File: config.mk
export PLATFORM = sky130hd
export DESIGN_NAME = fft_butterfly_pipe_flat
export DESIGN_NICKNAME = d
export VERILOG_FILES = /design/src/rtl/fft_butterfly_pipe_if.sv /design/src/rtl/fft_butterfly_pipe.sv /design/src/flat_wrapper.sv
export SDC_FILE = /design/constraint.sdc
export NUM_CORES = 2
export LEC_CHECK = 0
export ABC_CLOCK_PERIOD_IN_PS = 20200
export CORE_MARGIN = 8
export CORE_UTILIZATION = 41
export CTS_CLUSTER_DIAMETER = 200
export DETAILED_ROUTE_END_ITERATION = 12
export PLACE_DENSITY_LB_ADDON = 0.15
export RECOVER_POWER = 100
export SKIP_LAST_GASP = 1
export SLEW_MARGIN = 20
export SYNTH_ARGS = -nofsm -noshare
export SYNTH_HDL_FRONTEND = slang
export SYNTH_SLANG_ARGS = --single-unit
File: constraint.sdc
create_clock -name clk -period 20.2 [get_ports clk]
set_clock_uncertainty 0.05 [all_clocks]
set_input_delay 3.03 -clock clk [delete_from_list [all_inputs] [get_ports clk]]
set_output_delay 3.03 -clock clk [all_outputs]
set_load 0.05 [all_outputs]
File: src/rtl/fft_butterfly_pipe_if.sv
// rtl/fft_butterfly_pipe_if.sv - handshake and data bundle for the radix-2 butterfly
//
// Purpose: groups the input triple, the output pair and both valid/ready
// handshakes of fft_butterfly_pipe into one bundle.
// Ports (signals):
//   in_valid/in_ready     input-side handshake
//   a_in, b_in, w_in      operands and twiddle, {re,im}, re in the upper DW bits
//   bypass, scale         per-sample controls, travel with the sample
//   out_valid/out_ready   output-side handshake
//   x0_out, x1_out        A + W*B and A - W*B, {re,im}
// Modports: master drives the inputs and out_ready, slave is the butterfly.
interface fft_butterfly_pipe_if #(
  parameter int DW = 16
);
  logic            in_valid;
  logic            in_ready;
  logic [2*DW-1:0] a_in;
  logic [2*DW-1:0] b_in;
  logic [2*DW-1:0] w_in;
  logic            bypass;
  logic            scale;
  logic            out_valid;
  logic            out_ready;
  logic [2*DW-1:0] x0_out;
  logic [2*DW-1:0] x1_out;

  modport master (
    output in_valid, a_in, b_in, w_in, bypass, scale, out_ready,
    input  in_ready, out_valid, x0_out, x1_out
  );

  modport slave (
    input  in_valid, a_in, b_in, w_in, bypass, scale, out_ready,
    output in_ready, out_valid, x0_out, x1_out
  );
endinterface

File: src/rtl/fft_butterfly_pipe.sv
// rtl/fft_butterfly_pipe.sv - pipelined radix-2 DIT butterfly with scaling and saturation
//
// Purpose: four-stage butterfly computing X0 = A + W*B and X1 = A - W*B on
// signed fixed-point complex samples, with optional twiddle bypass, optional
// 1/2 output scaling (round half up), output saturation and overflow reporting.
// Ports:
//   clk         clock, rising edge
//   reset       synchronous, active-high
//   bus         fft_butterfly_pipe_if slave: input triple + controls, output pair
//   ovf_clr     clears ovf_sticky and ovf_cnt (wins over a same-cycle overflow)
//   ovf_sticky  a saturation happened since reset or the last ovf_clr
//   ovf_cnt     saturating count of output samples that saturated
module fft_butterfly_pipe #(
  parameter int DW     = 16,
  parameter int FRAC   = 8,
  parameter int OVF_CW = 8
) (
  input  logic              clk,
  input  logic              reset,
  fft_butterfly_pipe_if.slave bus,
  input  logic              ovf_clr,
  output logic              ovf_sticky,
  output logic [OVF_CW-1:0] ovf_cnt
);
  localparam int PW = 2 * DW;      // product width
  localparam int SW = 2 * DW + 1;  // product sum width
  localparam logic signed [SW-1:0] RND = SW'(1) << (FRAC - 1);

  // Stage registers
  logic [PW-1:0]        a1_q, b1_q, w1_q, a2_q, a3_q;
  logic                 byp1_q, scl1_q, scl2_q, scl3_q;
  logic                 v1_q, v2_q, v3_q, v4_q;
  logic signed [PW-1:0] rr2_q, ii2_q, ri2_q, ir2_q;
  logic signed [DW:0]   pr3_q, pi3_q;
  logic [PW-1:0]        x0_q, x1_q;
  logic                 sticky_q;
  logic [OVF_CW-1:0]    cnt_q;

  // Next-state values
  logic signed [PW-1:0] rr_d, ii_d, ri_d, ir_d;
  logic signed [DW:0]   pr_d, pi_d;
  logic [PW-1:0]        x0_d, x1_d;
  logic                 sticky_d;
  logic [OVF_CW-1:0]    cnt_d;
  logic                 any_sat;
  logic                 adv;

  // Whole pipeline moves together: only a held output blocks it.
  assign adv          = bus.out_ready | ~v4_q;
  assign bus.in_ready = adv;
  assign bus.out_valid = v4_q;
  assign bus.x0_out   = x0_q;
  assign bus.x1_out   = x1_q;
  assign ovf_sticky   = sticky_q;
  assign ovf_cnt      = cnt_q;

  // Clamp the rounded product to DW+1 bits (the headroom bit keeps A +/- P exact).
  function automatic logic signed [DW:0] sat_p(input logic signed [SW-1:0] v);
    if ((&v[SW-1:DW]) || (~|v[SW-1:DW]))
      return v[DW:0];
    else if (v[SW-1])
      return {1'b1, {DW{1'b0}}};
    else
      return {1'b0, {DW{1'b1}}};
  endfunction

  // Optional halving then clamp to DW bits; MSB of the result flags saturation.
  function automatic logic [DW:0] out_comp(input logic signed [DW+1:0] v, input logic scl);
    logic signed [DW+1:0] t;
    t = scl ? ((v + (DW+2)'(1)) >>> 1) : v;
    if ((&t[DW+1:DW-1]) || (~|t[DW+1:DW-1]))
      return {1'b0, t[DW-1:0]};
    else if (t[DW+1])
      return {1'b1, 1'b1, {(DW-1){1'b0}}};
    else
      return {1'b1, 1'b0, {(DW-1){1'b1}}};
  endfunction

  // S2: partial products. Bypass forces W = 1.0 by feeding B << FRAC straight
  // through the real/imaginary sums (ii and ri become zero).
  logic signed [DW-1:0] b_re, b_im, w_re, w_im;
  assign b_re = $signed(b1_q[PW-1:DW]);
  assign b_im = $signed(b1_q[DW-1:0]);
  assign w_re = $signed(w1_q[PW-1:DW]);
  assign w_im = $signed(w1_q[DW-1:0]);

  always_comb begin
    rr_d = PW'(b_re) * PW'(w_re);
    ii_d = PW'(b_im) * PW'(w_im);
    ri_d = PW'(b_re) * PW'(w_im);
    ir_d = PW'(b_im) * PW'(w_re);
    if (byp1_q) begin
      rr_d = PW'(b_re) <<< FRAC;
      ii_d = '0;
      ri_d = '0;
      ir_d = PW'(b_im) <<< FRAC;
    end
  end

  // S3: complex sum, round half up, clamp.
  logic signed [SW-1:0] pr_full, pi_full;
  always_comb begin
    pr_full = SW'(rr2_q) - SW'(ii2_q);
    pi_full = SW'(ri2_q) + SW'(ir2_q);
    pr_d    = sat_p((pr_full + RND) >>> FRAC);
    pi_d    = sat_p((pi_full + RND) >>> FRAC);
  end

  // S4: add/subtract against the delayed A, scale, saturate.
  logic signed [DW+1:0] a_re_x, a_im_x, p_re_x, p_im_x;
  logic [DW:0]          c0r, c0i, c1r, c1i;
  always_comb begin
    a_re_x  = {{2{a3_q[PW-1]}}, a3_q[PW-1:DW]};
    a_im_x  = {{2{a3_q[DW-1]}}, a3_q[DW-1:0]};
    p_re_x  = {pr3_q[DW], pr3_q};
    p_im_x  = {pi3_q[DW], pi3_q};
    c0r     = out_comp(a_re_x + p_re_x, scl3_q);
    c0i     = out_comp(a_im_x + p_im_x, scl3_q);
    c1r     = out_comp(a_re_x - p_re_x, scl3_q);
    c1i     = out_comp(a_im_x - p_im_x, scl3_q);
    any_sat = c0r[DW] | c0i[DW] | c1r[DW] | c1i[DW];
    x0_d    = {c0r[DW-1:0], c0i[DW-1:0]};
    x1_d    = {c1r[DW-1:0], c1i[DW-1:0]};
  end

  // Overflow bookkeeping: only a valid sample actually entering the output
  // register counts, and a clear in the same cycle wins.
  always_comb begin
    sticky_d = sticky_q;
    cnt_d    = cnt_q;
    if (ovf_clr) begin
      sticky_d = 1'b0;
      cnt_d    = '0;
    end else if (adv && v3_q && any_sat) begin
      sticky_d = 1'b1;
      if (cnt_q != {OVF_CW{1'b1}})
        cnt_d = cnt_q + OVF_CW'(1);
    end
  end

  always_ff @(posedge clk) begin
    if (reset) begin
      v1_q     <= 1'b0;
      v2_q     <= 1'b0;
      v3_q     <= 1'b0;
      v4_q     <= 1'b0;
      x0_q     <= '0;
      x1_q     <= '0;
      sticky_q <= 1'b0;
      cnt_q    <= '0;
    end else begin
      if (adv) begin
        a1_q   <= bus.a_in;
        b1_q   <= bus.b_in;
        w1_q   <= bus.w_in;
        byp1_q <= bus.bypass;
        scl1_q <= bus.scale;
        v1_q   <= bus.in_valid;
        a2_q   <= a1_q;
        rr2_q  <= rr_d;
        ii2_q  <= ii_d;
        ri2_q  <= ri_d;
        ir2_q  <= ir_d;
        scl2_q <= scl1_q;
        v2_q   <= v1_q;
        a3_q   <= a2_q;
        pr3_q  <= pr_d;
        pi3_q  <= pi_d;
        scl3_q <= scl2_q;
        v3_q   <= v2_q;
        x0_q   <= x0_d;
        x1_q   <= x1_d;
        v4_q   <= v3_q;
      end
      sticky_q <= sticky_d;
      cnt_q    <= cnt_d;
    end
  end
endmodule

File: src/flat_wrapper.sv
// flat-port wrapper written by rule: the top's interface ports become plain ports
module fft_butterfly_pipe_flat 
#(
  parameter int DW     = 16,
  parameter int FRAC   = 8,
  parameter int OVF_CW = 8
)
  (clk, reset, ovf_clr, ovf_sticky, ovf_cnt, bus_in_valid, bus_a_in, bus_b_in, bus_w_in, bus_bypass, bus_scale, bus_out_ready, bus_in_ready, bus_out_valid, bus_x0_out, bus_x1_out);
  fft_butterfly_pipe_if #(.DW(DW)) bus_i ();
  input  logic clk;
  input  logic reset;
  input  logic ovf_clr;
  output logic ovf_sticky;
  output logic [OVF_CW-1:0] ovf_cnt;
  input wire logic [$bits(bus_i.in_valid)-1:0] bus_in_valid;
  input wire logic [$bits(bus_i.a_in)-1:0] bus_a_in;
  input wire logic [$bits(bus_i.b_in)-1:0] bus_b_in;
  input wire logic [$bits(bus_i.w_in)-1:0] bus_w_in;
  input wire logic [$bits(bus_i.bypass)-1:0] bus_bypass;
  input wire logic [$bits(bus_i.scale)-1:0] bus_scale;
  input wire logic [$bits(bus_i.out_ready)-1:0] bus_out_ready;
  output wire logic [$bits(bus_i.in_ready)-1:0] bus_in_ready;
  output wire logic [$bits(bus_i.out_valid)-1:0] bus_out_valid;
  output wire logic [$bits(bus_i.x0_out)-1:0] bus_x0_out;
  output wire logic [$bits(bus_i.x1_out)-1:0] bus_x1_out;
  assign bus_i.in_valid = bus_in_valid;
  assign bus_i.a_in = bus_a_in;
  assign bus_i.b_in = bus_b_in;
  assign bus_i.w_in = bus_w_in;
  assign bus_i.bypass = bus_bypass;
  assign bus_i.scale = bus_scale;
  assign bus_i.out_ready = bus_out_ready;
  assign bus_in_ready = bus_i.in_ready;
  assign bus_out_valid = bus_i.out_valid;
  assign bus_x0_out = bus_i.x0_out;
  assign bus_x1_out = bus_i.x1_out;
  fft_butterfly_pipe #(.DW(DW), .FRAC(FRAC), .OVF_CW(OVF_CW)) u_core (.clk(clk), .reset(reset), .bus(bus_i), .ovf_clr(ovf_clr), .ovf_sticky(ovf_sticky), .ovf_cnt(ovf_cnt));
endmodule
Yosys cells after proc, flatten, opt, wreduce, memory -nomap -nowiden
Cells that the tools add are included.

Flip-flop bits (word level): 403. Latch bits: 0. Memory bits (writable): 0. ROM bits: 0. Input bits: 103. Output and inout bits: 75. Memories: 0.

Add/subtract/negate cells: 13. Multipliers: 4. Divide/modulo/power cells: 0. $lt $le $gt $ge: 0. Equal/unequal tests: 1. Shifts and indexed selects: 0. Multiplexer cells: 18. Bitwise gates (word level): 6. Reduce and logical (&&, ||, !) cells: 29.

Operators with widths (count): $mux W17 (8); $mul A16 B16 Y32 (4); $add A18 B2 Y18 const B (4); $mux W18 (4); $add A33 B9 Y33 const B (2); $mux W16 (4); $mux W32 (2); $add A16 B17 Y18 (2); $sub A16 B17 Y18 (2); $add A32 B32 Y33 (1); $sub A32 B32 Y33 (1); $reduce_and A9 Y1 (2); $reduce_or A9 Y1 (2); $reduce_and A3 Y1 (4); $reduce_or A3 Y1 (4); $add A8 B1 Y8 const B (1); $ne A8 B8 Y1 const B (1); $logic_not A1 Y1 (6); $logic_or A1 B1 Y1 (6); $or A1 B1 Y1 (4); $reduce_and A2 Y1 (2); $logic_and A1 B1 Y1 (2); $not A1 Y1 (2); $reduce_or A2 Y1 (1).

Longest topological paths before layout
Depth in word-level cells: 12. Depth in mapped cells: 31. Depth with buffers taken out: 29.

Worst setup path after synthesis
OpenSTA, ideal clock, no wires.

Path type: in2reg. Start: in reset. End: reg u_core.a1_q[0], enable pin. Setup time: 1.022 ns. Arrival: 17.146 ns. Path slack: 1.982 ns. Stages on the path: 4. Path buffers: 3. Cells stage by stage: clkbuf_1 > clkbuf_1 > clkbuf_1 > nor2_1.

Cells in the longest elaborated chain, start to end: 2.

Ends and longest elaborated chain: start, declared (RTL line flat_wrapper.sv:11) `input logic reset;`; $not A1 Y1 (no line); $reduce_and A2 Y1 (no line); end signal, assigned (RTL line fft_butterfly_pipe.sv:153) `a1_q <= bus.a_in;`; end, declared (RTL line fft_butterfly_pipe.sv:30) `logic [PW-1:0] a1_q, b1_q, w1_q, a2_q, a3_q;`.

Every way passes these cells. A chain may end at the register's enable or synchronous reset.

Worst setup path after layout
Start: in bus_out_ready. End: reg u_core.b1_q[28], enable pin.

Cells in the longest elaborated chain, start to end: 2.

Ends and longest elaborated chain: start, declared (RTL line flat_wrapper.sv:21) `input wire logic [$bits(bus_i.out_ready)-1:0] bus_out_ready;`; $or A1 B1 Y1 (RTL line fft_butterfly_pipe.sv:49) `assign adv = bus.out_ready | ~v4_q;`; $reduce_and A2 Y1 (no line); end signal, assigned (RTL line fft_butterfly_pipe.sv:154) `b1_q <= bus.b_in;`; end, declared (RTL line fft_butterfly_pipe.sv:30).

Every way passes these cells.

==> metrics.txt <==
Placed Area=65900 µm²; drt initial violations=2387; vias per std cell=5.12; CTS Buffer Depth=3; global-route wire length before repair=265000 µm; CTS buffer count=55; postcts setup bufs=0; die area=164000 µm²; post-synthesis cell type count=94; cells on worst reg2reg path=7; Yosys reg bits=403; cell taking the most area after synthesis=fa_1; vias in the first global route=47106; Critical Path Start Type=input pin; failing checks=max-capacitance violations, max-slew violations; arrival time at the worst endpoint=13300 ps; period utilisation layout=64.5%; placed cell count=8554; # setup viols final=0; Post-Syn Area=62000 µm²; fraction of layout cells with a size suffix above 1=3.39%; Synth warnings=0; Routed WL=166000 µm; CP max FO=147; CORE AREA=150000 µm²; routed vias=44354; slew margin rel.=-460%; hold path depth=0; Achievable Freq=76.7 MHz; H-tree levels=2; max cap viols=7; Non-Filler Instances=8662; Total GRT Usage=20.4%; CTS root buf=clkbuf_16; Seq/Total Area, Yosys=18.3%; Worst EP required=20460 ps; Layout area overhead=9.17%; critical path type=input pin to flop; post-route ant nets=0; wire per inst=19.1 µm; syn_area_per_cell=9.45 µm²; die width=405 µm; status=complete, but fails checks; ys async rst share=0%; Setup crit end kind=flop; Die H=405 µm; Slew Limit Fails=389; worst min path class=flop to flop; setup TNS=0 ps; clk_lat worst skew=690 ps; RSZ-0062 raised after global routing=no; initial antenna violation count=16; CTS tree=built; DR DRC count=0; fin area=67700 µm²; Congestion Overflow GR=0; worst hold margin=367 ps; Clock Sinks=403; min cycle time layout=13030 ps; EDFF count, synth=326; syn_nets=8244; DRT Pass-1 Iters=6; Hold Buf Count CTS=0; post_cts resized=0; clock-pin slew on the worst setup and hold paths=60 ps; Main synth FF type=edfxtp_1; # rows=142; pin count of the biggest net entering global routing=148; Post-DP HPWL=128000 µm; ranking of synthesized cells by area=fa_1 34%, edfxtp_1 16%, ha_1 11%; Buffers on Ports=177; Least-Margin Pin Slew=8410 ps; share of the synthesized area in the top cell type=33.9%; I/O pins=178; final hold violations=0; Post-Syn Instances=6566; Starting Density=41.3%; routability cong.=0.852; nets=8273
==> synthesized netlist by cell type, types with 8 or more instances <==
cell and n:
nand2b_1 49, o21ai_1 12, or4_1 9, o21ai_0 164
o22ai_1 10, fa_1 1052, and3_1 34, a211o_1 10
and2_1 466, o21a_1 40, nand3_1 63, a21oi_1 237
ha_1 523, nor2_1 278, a21o_1 99, a31o_2 8
a31oi_1 33, xor2_1 87, edfxtp_1 326, o31a_1 8
or3_1 21, o31ai_1 15, dfxtp_1 77, a211oi_1 59
a221oi_1 12, nor3_1 98, xnor2_1 157, clkbuf_1 276
inv_1 1306, nand4_1 27, o211ai_1 30, nand2_1 706
nor2b_1 48, or2_2 18, o21bai_1 24, buf_2 9
a21boi_0 9, nor4_1 8
==> worst max-delay path, stage by stage <==
cell,delay (ps)
dlygate4sd3_1,540
nor2b_2,40
clkbuf_1,530
nor2_4,210
clkbuf_1,5720
buf_4,1350
buf_4,790
buf_4,830
==> through the flow <==
stage          setup slack, ps  util [%]
2_1_floorplan             1980         -
3_3_place_gp             12430      43.9
3_5_place_dp             12250      43.9
4_1_cts                  12230      45.1
5_1_grt                   6090      45.1
6_report                  7170      45.1
==> path summary, 6_finish.rpt <==
kind,start,to,slack [ps]
max,bus_out_ready,u_core.b1_q[28]$_DFFE_PP_,7170
min,u_core.a1_q[9]$_DFFE_PP_,u_core.a2_q[9]$_DFFE_PP_,370
max reg2reg,u_core.bus.out_valid$_SDFFE_PP0N_,u_core.b1_q[28]$_DFFE_PP_,9680
min reg2reg,u_core.a1_q[9]$_DFFE_PP_,u_core.a2_q[9]$_DFFE_PP_,370
==> metal layers <==
metal	vias to the layer above	part of all wire, %	GRT usage (%)
met3	214	4.8	2.31
li1	20745	-	-
met4	0	2.7	5.42
met5	-	0	0
met1	22515	43	26.4
met2	880	50	36.5
==> cells in the final DEF (no fill, tap or decap), types with 12 or more instances in the layout <==
master | Yosys | routed
clkbuf_1 | 276 | 19
edfxtp_1 | 326 | 326
and3_1 | 34 | 34
o21ai_0 | 164 | 167
nand4_1 | 27 | 27
dlygate4sd3_1 | 0 | 174
a221oi_1 | 12 | 12
a21oi_1 | 237 | 237
and2_1 | 466 | 458
buf_4 | 3 | 78
a31oi_1 | 33 | 33
clkbuf_16 | 0 | 55
or2_2 | 18 | 18
nor2b_1 | 48 | 47
a21o_1 | 99 | 99
nand2_1 | 706 | 706
fa_1 | 1052 | 1052
o31ai_1 | 15 | 15
nand3_1 | 63 | 63
o21bai_1 | 24 | 24
xnor2_1 | 157 | 157
a211oi_1 | 59 | 59
o21a_1 | 40 | 40
nand2b_1 | 49 | 49
nor2_1 | 278 | 277
inv_1 | 1306 | 1306
dfxtp_1 | 77 | 77
nor3_1 | 98 | 98
o211ai_1 | 30 | 30
xor2_1 | 87 | 87
or3_1 | 21 | 21
ha_1 | 523 | 523
==> registers in the layout, indices dropped and copies added, names as in the netlist, 17 cells and up <==
signal / flops
u_core.a1_q: 32
u_core.a2_q: 32
u_core.a3_q: 32
u_core.b1_q: 32
u_core.bus.x0_out: 32
u_core.bus.x1_out: 32
u_core.ii2_q: 32
u_core.ir2_q: 32
u_core.pi3_q: 17
u_core.pr3_q: 17
u_core.ri2_q: 32
u_core.rr2_q: 32
u_core.w1_q: 32
==> final cells by class <==
| type | count | area [µm²] |
|---|---|---|
| Multi-Input combinational cell | 4559 | 44700 |
| Sequential cell | 403 | 11300 |
| Antenna cell | 6 | 15.0 |
| Fill cell | 14628 | 82400 |
| Timing Repair Buffer | 265 | 2390 |
| Tap cell | 2016 | 2520 |
| Inverter | 1311 | 4920 |
| Clock buffer | 64 | 1410 |
| Clock inverter | 38 | 468 |
==> logic make-up after synthesis <==
| group | after synthesis | synth area share, % |
|---|---|---|
| flops | 403 | 18.3 |
| compound gates | 858 | 9.02 |
| mux | 14 | 0.240 |
| simple gates | 1868 | 14.8 |
| fa+ha+maj | 1575 | 44.5 |
| buf+inv | 1604 | 9.75 |
| xor+xnor | 244 | 3.44 |
Power is left out: the tool's default activity adds up to more than one toggle a clock period on the data nets, which glitch-free logic cannot reach.
